<file path="src/rtl/nisc_pkg.sv">
// nisc_pkg: shared definitions for the nisc_ctrl sequencer.
//   opcode_e  - 4-bit opcode values of the instruction set
//   state_e   - sequencer states
//   OP_*/RD_*/IMM_* - bit positions of the instruction fields
package nisc_pkg;

  typedef enum logic [3:0] {
    OP_NOP  = 4'h0,
    OP_LDI  = 4'h1,
    OP_ADDI = 4'h2,
    OP_JMP  = 4'h3,
    OP_BZ   = 4'h4,
    OP_HALT = 4'hF
  } opcode_e;

  typedef enum logic [2:0] {
    S_FETCH,
    S_DECODE,
    S_READ,
    S_WB,
    S_HALTED
  } state_e;

  localparam int OP_MSB  = 15;
  localparam int OP_LSB  = 12;
  localparam int RD_LSB  = 8;
  localparam int IMM_MSB = 7;
  localparam int IMM_LSB = 0;

endpackage

</file>
<file path="src/rtl/nisc_ctrl.sv">
// nisc_ctrl: multi-cycle load/add/branch/halt sequencer driving a register file.
// One instruction every 4 cycles: FETCH -> DECODE -> READ -> WB.
// Ports:
//   clk        system clock
//   nReset     asynchronous reset, active high
//   run        1 allows a new fetch; 0 stalls in FETCH
//   pmem_addr  program memory address (= pc)
//   pmem_data  instruction word, valid the cycle after pmem_addr
//   reg_w      register file write enable (asserted only in WB)
//   reg_addr   register file address, shared by read and write
//   reg_wdata  register file write data
//   reg_rdata  register file read data (combinational from reg_addr)
//   halted     1 once HALT has executed
//   pc_out     current program counter
// Valid/ready: there is no handshake; run is a level qualifier sampled only
// in FETCH, and pmem_data / reg_rdata are consumed at fixed cycles.
module nisc_ctrl
  import nisc_pkg::*;
#(
  parameter int n      = 8,
  parameter int Rsize  = 2,
  parameter int PCsize = 8
) (
  input  logic              clk,
  input  logic              nReset,
  input  logic              run,
  output logic [PCsize-1:0] pmem_addr,
  input  logic [15:0]       pmem_data,
  output logic              reg_w,
  output logic [Rsize-1:0]  reg_addr,
  output logic [n-1:0]      reg_wdata,
  input  logic [n-1:0]      reg_rdata,
  output logic              halted,
  output logic [PCsize-1:0] pc_out
);

  // Immediate is zero-extended or truncated to the target width.
  localparam int IW = (n < 8) ? n : 8;
  localparam int PW = (PCsize < 8) ? PCsize : 8;

  state_e            state;
  state_e            next_state;
  logic [PCsize-1:0] pc;
  logic [15:0]       ir;
  logic [n-1:0]      operand;
  opcode_e           op;
  logic [n-1:0]      imm_n;
  logic [PCsize-1:0] imm_pc;
  logic              unused_ir;

  assign op        = opcode_e'(ir[OP_MSB:OP_LSB]);
  assign pmem_addr = pc;
  assign pc_out    = pc;
  // Only some ir bits are consumed for small Rsize/n/PCsize.
  assign unused_ir = ^ir;

  always_comb begin
    imm_n          = '0;
    imm_n[IW-1:0]  = ir[IMM_LSB +: IW];
    imm_pc         = '0;
    imm_pc[PW-1:0] = ir[IMM_LSB +: PW];
  end

  // State register
  always_ff @(posedge clk or posedge nReset) begin
    if (nReset) state <= S_FETCH;
    else        state <= next_state;
  end

  // Next-state logic
  always_comb begin
    next_state = state;
    case (state)
      S_FETCH:  if (run) next_state = S_DECODE;
      S_DECODE: next_state = S_READ;
      S_READ:   next_state = S_WB;
      S_WB:     next_state = (op == OP_HALT) ? S_HALTED : S_FETCH;
      S_HALTED: next_state = S_HALTED;
      default:  next_state = S_FETCH;
    endcase
  end

  // Datapath and registered outputs. reg_w/reg_wdata are computed at the end
  // of READ so the write strobe is a flop output that is high for WB only.
  always_ff @(posedge clk or posedge nReset) begin
    if (nReset) begin
      pc        <= '0;
      ir        <= '0;
      operand   <= '0;
      reg_w     <= 1'b0;
      reg_addr  <= '0;
      reg_wdata <= '0;
      halted    <= 1'b0;
    end else begin
      reg_w <= 1'b0;
      case (state)
        S_DECODE: begin
          ir       <= pmem_data;
          pc       <= pc + 1'b1;
          // Address is registered here so it is stable for all of READ.
          reg_addr <= pmem_data[RD_LSB +: Rsize];
        end
        S_READ: begin
          operand <= reg_rdata;
          if (op == OP_LDI) begin
            reg_w     <= 1'b1;
            reg_wdata <= imm_n;
          end else if (op == OP_ADDI) begin
            reg_w     <= 1'b1;
            reg_wdata <= reg_rdata + imm_n;
          end
        end
        S_WB: begin
          reg_addr <= ir[RD_LSB +: Rsize];
          // Taken branch overrides the increment done in DECODE.
          if (op == OP_JMP) pc <= imm_pc;
          if (op == OP_BZ && operand == '0) pc <= imm_pc;
          if (op == OP_HALT) halted <= 1'b1;
        end
        default: ;
      endcase
    end
  end

endmodule
</file>
<file path="config.mk">
export PLATFORM = sky130hd
export DESIGN_NAME = nisc_ctrl
export DESIGN_NICKNAME = d
export VERILOG_FILES = /design/src/rtl/nisc_pkg.sv /design/src/rtl/nisc_ctrl.sv
export SDC_FILE = /design/constraint.sdc
export NUM_CORES = 1
export LEC_CHECK = 0
export BUFFER_PORTS_ARGS = -buffer_cell sky130_fd_sc_hd__buf_2
export CELL_PAD_IN_SITES_DETAIL_PLACEMENT = 0
export CELL_PAD_IN_SITES_GLOBAL_PLACEMENT = 1
export CORE_MARGIN = 8
export CORE_UTILIZATION = 41
export DETAILED_ROUTE_END_ITERATION = 8
export GPL_TIMING_DRIVEN = 0
export PLACE_DENSITY = 0.77
export SLEW_MARGIN = 10
export SYNTH_ARGS = -nofsm -noshare
export SYNTH_HDL_FRONTEND = slang
export SYNTH_SLANG_ARGS = --single-unit
</file>
<file path="constraint.sdc">
create_clock -name clk -period 2.2 [get_ports clk]
set_clock_uncertainty 0.15 [all_clocks]
set_input_delay 0.44 -clock clk [delete_from_list [all_inputs] [get_ports clk]]
set_output_delay 0.44 -clock clk [all_outputs]
set_load 0.005 [all_outputs]
</file>
==> metrics.log, run 1 <==
INFO  metric row_count = 28
INFO  metric critical_path.startpoint_type = flip-flop
INFO  metric cts-buffers-inserted = 5
INFO  metric grt_max_degree = 38
INFO  metric report.final.hold_viol_count = 0
INFO  metric synth-seq-area-share = 0.471
INFO  metric antennaDiodeCount = 0
INFO  metric final-seq-area = 0.00113 sq mm
INFO  metric synth_fp_nets = 259
INFO  metric post_route_cells_drive_above_1_share = 0.400
INFO  metric synth.yosys.warnings = 0
INFO  metric power.density_cell_area = 1520 mW/mm^2
INFO  metric irDropWorstVdd = 0.614 mV
INFO  metric firstDrtPassIters = 4
INFO  metric via_count = 1,803
INFO  metric fp.dieH = 92.4 microns
INFO  metric grt_setup_unrepaired = true
INFO  metric core_area = 0.00578 sq mm
INFO  metric areaGrowthSynthToFinish = 22.7%
INFO  metric ys_top_cells_by_area = dfrtp_1 (47%), mux2_2 (9.4%), ha_1 (4.2%)
INFO  metric grtUsageTotal = 0.133
INFO  metric clock-sinks = 45
INFO  metric ctsRootBufferMaster = clkbuf_8
INFO  metric design.die.area = 0.00853 sq mm
INFO  metric crit_family = compound AO/OA/AOI/OAI gates
INFO  metric chipWidth = 92.4 microns
INFO  metric dr.first_iter.drc_count = 108
INFO  metric cell_variety_after_synth = 44
INFO  metric critPathMaxFanout = 4
INFO  metric place.port_buffers = 52
INFO  metric critical-path-max-stage-delay = 440 ps
INFO  metric post-route-period-util = 0.951
INFO  metric synth_edf_count = 0
INFO  metric grt_pass1_vias = 1,792
INFO  metric totalWireLength = 5.32 mm
INFO  metric synth_top_area_frac = 0.471
INFO  metric vias_per_cell = 5.01
INFO  metric cts_tree = yes
INFO  metric dp.cells = 351
INFO  metric async_flop_share = 1.00
INFO  metric dp.final_hpwl = 4.11 mm
INFO  metric synth_area = 0.00239 sq mm
INFO  metric critical_path.endpoint_type = flip-flop
INFO  metric timing.critical_path.arrival = 2190 ps
INFO  metric worstMarginPinSlew = 510 ps
INFO  metric max-slew-margin-rel = 0.659
INFO  metric place.gp.congestion = 0.828
INFO  metric maxCapViolations = 0
INFO  metric crit_path_frequent_cell = o21a_1
INFO  metric dpl_worst_slack = -109 ps
INFO  metric timing.critical_path.required = 2290 ps
INFO  metric cellLeakagePower = 1.35 nW
INFO  metric drc_errors = 0
INFO  metric netlist_top_cells_count = dfrtp_1 (45), nand2_1 (21), mux2_2 (20), a21oi_1 (18), o21ai_0 (13)
INFO  metric grt_pass1_wl = 9.05 mm
INFO  metric initial_core_util = 0.414
INFO  metric clk_pin_slew_worst_paths = 90 ps
INFO  metric finalSetupViolCount = 0
INFO  metric number_of_antenna_violations_at_the_first_check_in_global_routing = 0
INFO  metric mapped_avg_cell_area = 10.7 sq um
INFO  metric final-instance-count-excl-fill = 360
INFO  metric final_antenna_net_count = 0
INFO  metric top_level_ports = 55
INFO  metric p_total = 4.47 mW
INFO  metric synthDominantAreaCellType = dfrtp_1
INFO  metric layout_min_cycle_time = 2090 ps
INFO  metric timing.hold.worst.class = in -> reg
INFO  metric synth_most_common_cell = dfrtp_1
INFO  metric fin_util = 0.507
INFO  metric timing.critical_path.slowest_stage_cell = dfrtp_1
INFO  metric worst_path_cell_trace = ha_4 -> inv_2 -> fa_2 -> nor2b_4 -> o31a_1 -> o21a_1 -> o21a_1 -> o31ai_2 -> o21a_1
INFO  metric synth-seq-cells = 45
INFO  metric synth_flop_cell = dfrtp_1
INFO  metric synth_cells = 223
INFO  metric final_max_slew_viol_count = 0
INFO  metric htreeDepth = 2
INFO  metric routed_wire_length_per_instance = 14.8 microns
INFO  metric max_freq = 478 MHz
INFO  metric worst_skew_pair.late_latency = 300 ps
INFO  metric status = complete, no violations
INFO  metric timing.final.ws_setup = 108 ps
INFO  metric multiInputGateArea = 0.00115 sq mm
INFO  metric worst-path-buf-inv = 1
INFO  metric cts.path.max_buffers = 2
INFO  metric worst-setup-path-type = reg -> reg
INFO  metric finalNetCount = 320
INFO  metric overflow = 0
INFO  metric fillCellCount = 558
==> final timing paths <==
| path | startpoint | to | slack [ps] | cells after the start |
|---|---|---|---|---|
| worst max-delay path | ir[0] | reg_wdata[6] | 110 | 9 |
| worst min-delay path | pmem_data[1] | ir[1] | 210 | 3 |
| worst max register to register | ir[0] | reg_wdata[6] | 110 | 9 |
| worst min register to register | halted | halted | 320 | 1 |
| max in group asynchronous | nReset | operand[3] | 1010 | 4 |
| min in group asynchronous | nReset | ir[3] | 440 | 3 |
==> cells in the final DEF, fill, tap and decap left out, types with 7 or more instances in the layout <==
master and instances:
buf_2 53, dfrtp_1 45, nand2_1 21, mux2_2 20
a21oi_1 17, o21ai_0 13, nand3_1 10, nor2_1 8
o21ai_1 8, buf_4 8, ha_1 7
==> layer usage <==
| metal | vias up | GRT usage | routed length [microns] |
|---|---|---|---|
| li1 | 915 | - | - |
| met4 | 0 | 0.0362 | 58 |
| met5 | - | 0 | 0 |
| met2 | 38 | 0.211 | 2530 |
| met3 | 6 | 0.0396 | 306 |
| met1 | 844 | 0.172 | 2420 |
==> through the flow <==
stage | instance area (sq um) | hold slack [ps] | setup TNS [ps]
finish | 2930 | 205 | 0
global route | 2930 | 199 | -14.1
CTS | 2910 | 198 | 0
detailed placement | 2770 | 222 | -142
global placement | 2750 | 300 | -2890
floorplan | 2390 | 315 | 0
==> registers in the layout, summed over array words and instances (netlist names) <==
name	flops
reg_wdata	8
pc_out	8
reg_w	1
reg_addr	2
halted	1
ir	14
operand	8
state	3
==> repair_timing <==
item	CTS	global route
hold buffers	1	0
hold endpoints to repair	8	0
buffers inserted	0	0
endpoints found under the setup margin	0	2
gates resized for setup	0	6
==> where the power goes <==
| group | internal, mW | leakage [nW] | switching [mW] |
|---|---|---|---|
| logic | 1.09 | 0.740 | 1.01 |
| registers | 1.23 | 0.540 | 0.391 |
| clock network | 0.451 | 0.0681 | 0.294 |
==> logic make-up (layout without fill, tap and decap cells) <==
family | after synthesis | after routing | share of synthesized area
simple gates | 62 | 62 | 0.147
compound gates | 57 | 57 | 0.143
flops | 45 | 45 | 0.471
mux | 25 | 25 | 0.115
buf+inv | 21 | 83 | 0.0597
fa+ha+maj | 9 | 9 | 0.0502
xor+xnor | 4 | 4 | 0.0147
==> worst register-to-register path, cell delays in order (launching register included) <==
cell	delay, ps
dfrtp_1	440
ha_4	190
inv_2	50
fa_2	210
nor2b_4	50
o31a_1	250
o21a_1	180
o21a_1	180
o31ai_2	210
o21a_1	140
==> layout make-up <==
type,count,share of cell area
timing repair buffer,54,0.0990
buffer,13,0.0375
clock buffer,5,0.0235
multi-input combinational,157,0.391
tap,75,0.0320
clock inverter,3,0.0222
inverter,8,0.0111
sequential,45,0.384
Note: power is estimated with default switching activity, not from simulation.
==> inputs of run 2 (changes only) <==
--- a/config.mk
+++ b/config.mk
@@ -9,10 +9,11 @@
 export CELL_PAD_IN_SITES_DETAIL_PLACEMENT = 0
 export CELL_PAD_IN_SITES_GLOBAL_PLACEMENT = 1
 export CORE_MARGIN = 8
-export CORE_UTILIZATION = 41
+export CORE_UTILIZATION = 43
+export CTS_BUF_LIST = sky130_fd_sc_hd__clkbuf_8
 export DETAILED_ROUTE_END_ITERATION = 8
 export GPL_TIMING_DRIVEN = 0
-export PLACE_DENSITY = 0.77
+export PLACE_DENSITY = 0.8
 export SLEW_MARGIN = 10
 export SYNTH_ARGS = -nofsm -noshare
 export SYNTH_HDL_FRONTEND = slang
==> metrics.log, run 2 (same netlist as run 1, synthesis figures left out) <==
INFO  metric final-instance-count-excl-fill = 358 (-0.56%)
INFO  metric finalNetCount = 321 (+0.31%)
INFO  metric antennaDiodeCount = 0 (unchanged)
INFO  metric ctsRootBufferMaster = clkbuf_8
INFO  metric final_antenna_net_count = 0 (unchanged)
INFO  metric final_design_area_no_fill = 0.00289 sq mm (-1.3%)
INFO  metric top_level_ports = 55 (unchanged)
INFO  metric dp.cells = 348 (-0.85%)
INFO  metric registers.top_by_ff_count = ir
INFO  metric worstRegToRegCells = 9 (unchanged)
INFO  metric layout_commonest_cell = buf_2
INFO  metric place.port_buffers = 52 (unchanged)
INFO  metric dp.final_hpwl = 4.15 mm (+0.86%)
INFO  metric row_count = 27 (-3.6%)
INFO  metric vias_per_cell = 5.04 (+0.73%)
INFO  metric grtUsageTotal = 0.137 (+0.00450)
INFO  metric fin_tns_setup = 0 ps (unchanged)
INFO  metric grt_pass1_wl = 9.15 mm (+1.1%)
INFO  metric design.die.area = 0.00820 sq mm (-3.8%)
INFO  metric areaGrowthSynthToFinish = 21.0%
INFO  metric detailed_place.area = 0.00276 sq mm (-0.14%)
INFO  metric status = complete, no violations
INFO  metric clk_pin_slew_worst_paths = 90 ps (about the same)
INFO  metric cellLeakagePower = 1.34 nW (-0.77%)
INFO  metric timing.critical_path.arrival = 2180 ps (about the same)
INFO  metric report.final.hold_viol_count = 0 (unchanged)
INFO  metric fp.dieH = 90.6 microns (-1.9%)
INFO  metric routed_wire_length_per_instance = 15.0 microns (+1.4%)
INFO  metric power.density_cell_area = 1490 mW/mm^2 (-2.4%)
INFO  metric layout_min_cycle_time = 2080 ps (-10.5 ps)
INFO  metric grt_max_degree = 37 (-2.6%)
INFO  metric initial_core_util = 0.440 (+0.0260)
INFO  metric max_ffs_per_register = 14 (unchanged)
INFO  metric max_freq = 480 MHz (+0.50%)
INFO  metric final_max_slew_viol_count = 0 (unchanged)
INFO  metric worst-setup-path-type = reg -> reg
INFO  metric overflow = 0 (unchanged)
INFO  metric firstDrtPassIters = 4 (unchanged)
INFO  metric dr.first_iter.drc_count = 60 (-44%)
INFO  metric clock-sinks = 45 (unchanged)
INFO  metric totalWireLength = 5.36 mm (+0.83%)
INFO  metric critical_path.endpoint_type = flip-flop
INFO  metric drc_errors = 0 (unchanged)
INFO  metric grt_setup_unrepaired = true
INFO  metric htreeDepth = 2 (unchanged)
INFO  metric maxCapViolations = 0 (unchanged)
INFO  metric number_of_antenna_violations_at_the_first_check_in_global_routing = 0 (unchanged)
INFO  metric finalSetupViolCount = 0 (unchanged)
INFO  metric worstMarginPinSlew = 538 ps (+27.8 ps)
INFO  metric cts-buffers-inserted = 5 (unchanged)
INFO  metric post_route_cells_drive_above_1_share = 0.402 (+0.00210)
INFO  metric cts_tree = yes
INFO  metric grt_pass1_vias = 1,816 (+1.3%)
INFO  metric place.gp.congestion = 0.850 (+2.6%)
INFO  metric core_area = 0.00544 sq mm (-5.9%)
INFO  metric irDropWorstVdd = 0.661 mV (+7.7%)
INFO  metric cts.path.max_buffers = 2 (unchanged)
INFO  metric timing.critical_path.required = 2300 ps (about the same)
INFO  metric min_to = ir[1]
INFO  metric chipWidth = 90.6 microns (-1.9%)
INFO  metric p_total = 4.30 mW (-3.7%)
INFO  metric hold_sp = pmem_data[1]
INFO  metric post-route-period-util = 0.946 (-0.00475)
INFO  metric r2r_slack = 120 ps (about the same)
INFO  metric worst_skew_pair.late_latency = 300 ps (about the same)
INFO  metric max-slew-margin-rel = 0.640 (-0.0186)
INFO  metric timing.rr.end = reg_wdata[6]
INFO  metric cell_depth_of_the_worst_hold_path = 3 (unchanged)
INFO  metric critical_path.startpoint_type = flip-flop
INFO  metric via_count = 1,806 (+0.17%)
INFO  metric timing.rr.start = ir[0]
INFO  metric critPathMaxFanout = 3 (-1)
INFO  metric layout.cells.most_common_list = buf_2 (53), dfrtp_1 (45), nand2_1 (21)
INFO  metric timing.hold.worst.class = in -> reg
[run 2: cell types whose count changed in the layout (fill, tap and decap cells not counted)]
| cell | change |
|---|---|
| buf_4 | +1 |
| bufinv_16 | -2 |
| clkbuf_8 | +2 |
| ha_2 | +1 |
| ha_4 | -1 |
[run 2: worst max-delay path, cell delays in order (launching register included)]
cell	delay, ps
dfrtp_1	410
ha_2	190
inv_2	60
fa_2	230
nor2b_4	50
o31a_1	250
o21a_1	190
o21a_1	180
o31ai_2	180
o21a_1	150
[run 2: routing by layer]
layer / global-route usage / vias to the layer above / routed length [microns]
li1: - / 920 / -
met1: 0.175 / 838 / 2570
met2: 0.214 / 41 / 2460
met3: 0.0399 / 7 / 255
met4: 0.0499 / 0 / 72
met5: 0 / - / 0
[run 2: layout make-up]
class / count / area (sq um)
Buffer: 13 / 110
Multi-Input combinational cell: 157 / 1140
Sequential cell: 45 / 1130
Fill cell: 509 / 2540
Inverter: 8 / 32.5
Timing Repair Buffer: 55 / 298
Clock inverter: 1 / 5.00
Tap cell: 72 / 90.1
Clock buffer: 7 / 96.3
[run 2: through the flow]
| stage | setup WS, ps | utilization | hold WS (ps) |
|---|---|---|---|
| 2_1_floorplan | 152 | - | 315 |
| 3_3_place_gp | -79.4 | 0.504 | 300 |
| 3_5_place_dp | -118 | 0.508 | 229 |
| 4_1_cts | 44.5 | 0.528 | 187 |
| 5_1_grt | -1.28 | 0.532 | 198 |
| 6_report | 118 | 0.532 | 198 |
[run 2: timing repair]
action	4_1_cts	5_1_grt
hold endpoints to repair	9	0
setup buffers	0	1
gates resized for setup	0	5
endpoints found under the setup margin	0	2
hold buffers	1	0
[run 2: worst max path at each step]
stage,start,to
finish,ir[0],reg_wdata[6]
global route,ir[0],reg_wdata[6]
CTS,ir[0],reg_wdata[6]
detailed placement,reg_rdata[0],reg_wdata[6]
global placement,reg_rdata[0],reg_wdata[6]
floorplan,reg_rdata[0],reg_wdata[6]
[run 2: power breakdown]
part / total [mW] / internal [mW] / switching, mW
clock network: 0.575 / 0.284 / 0.290
logic: 2.10 / 1.09 / 1.01
registers: 1.63 / 1.23 / 0.392
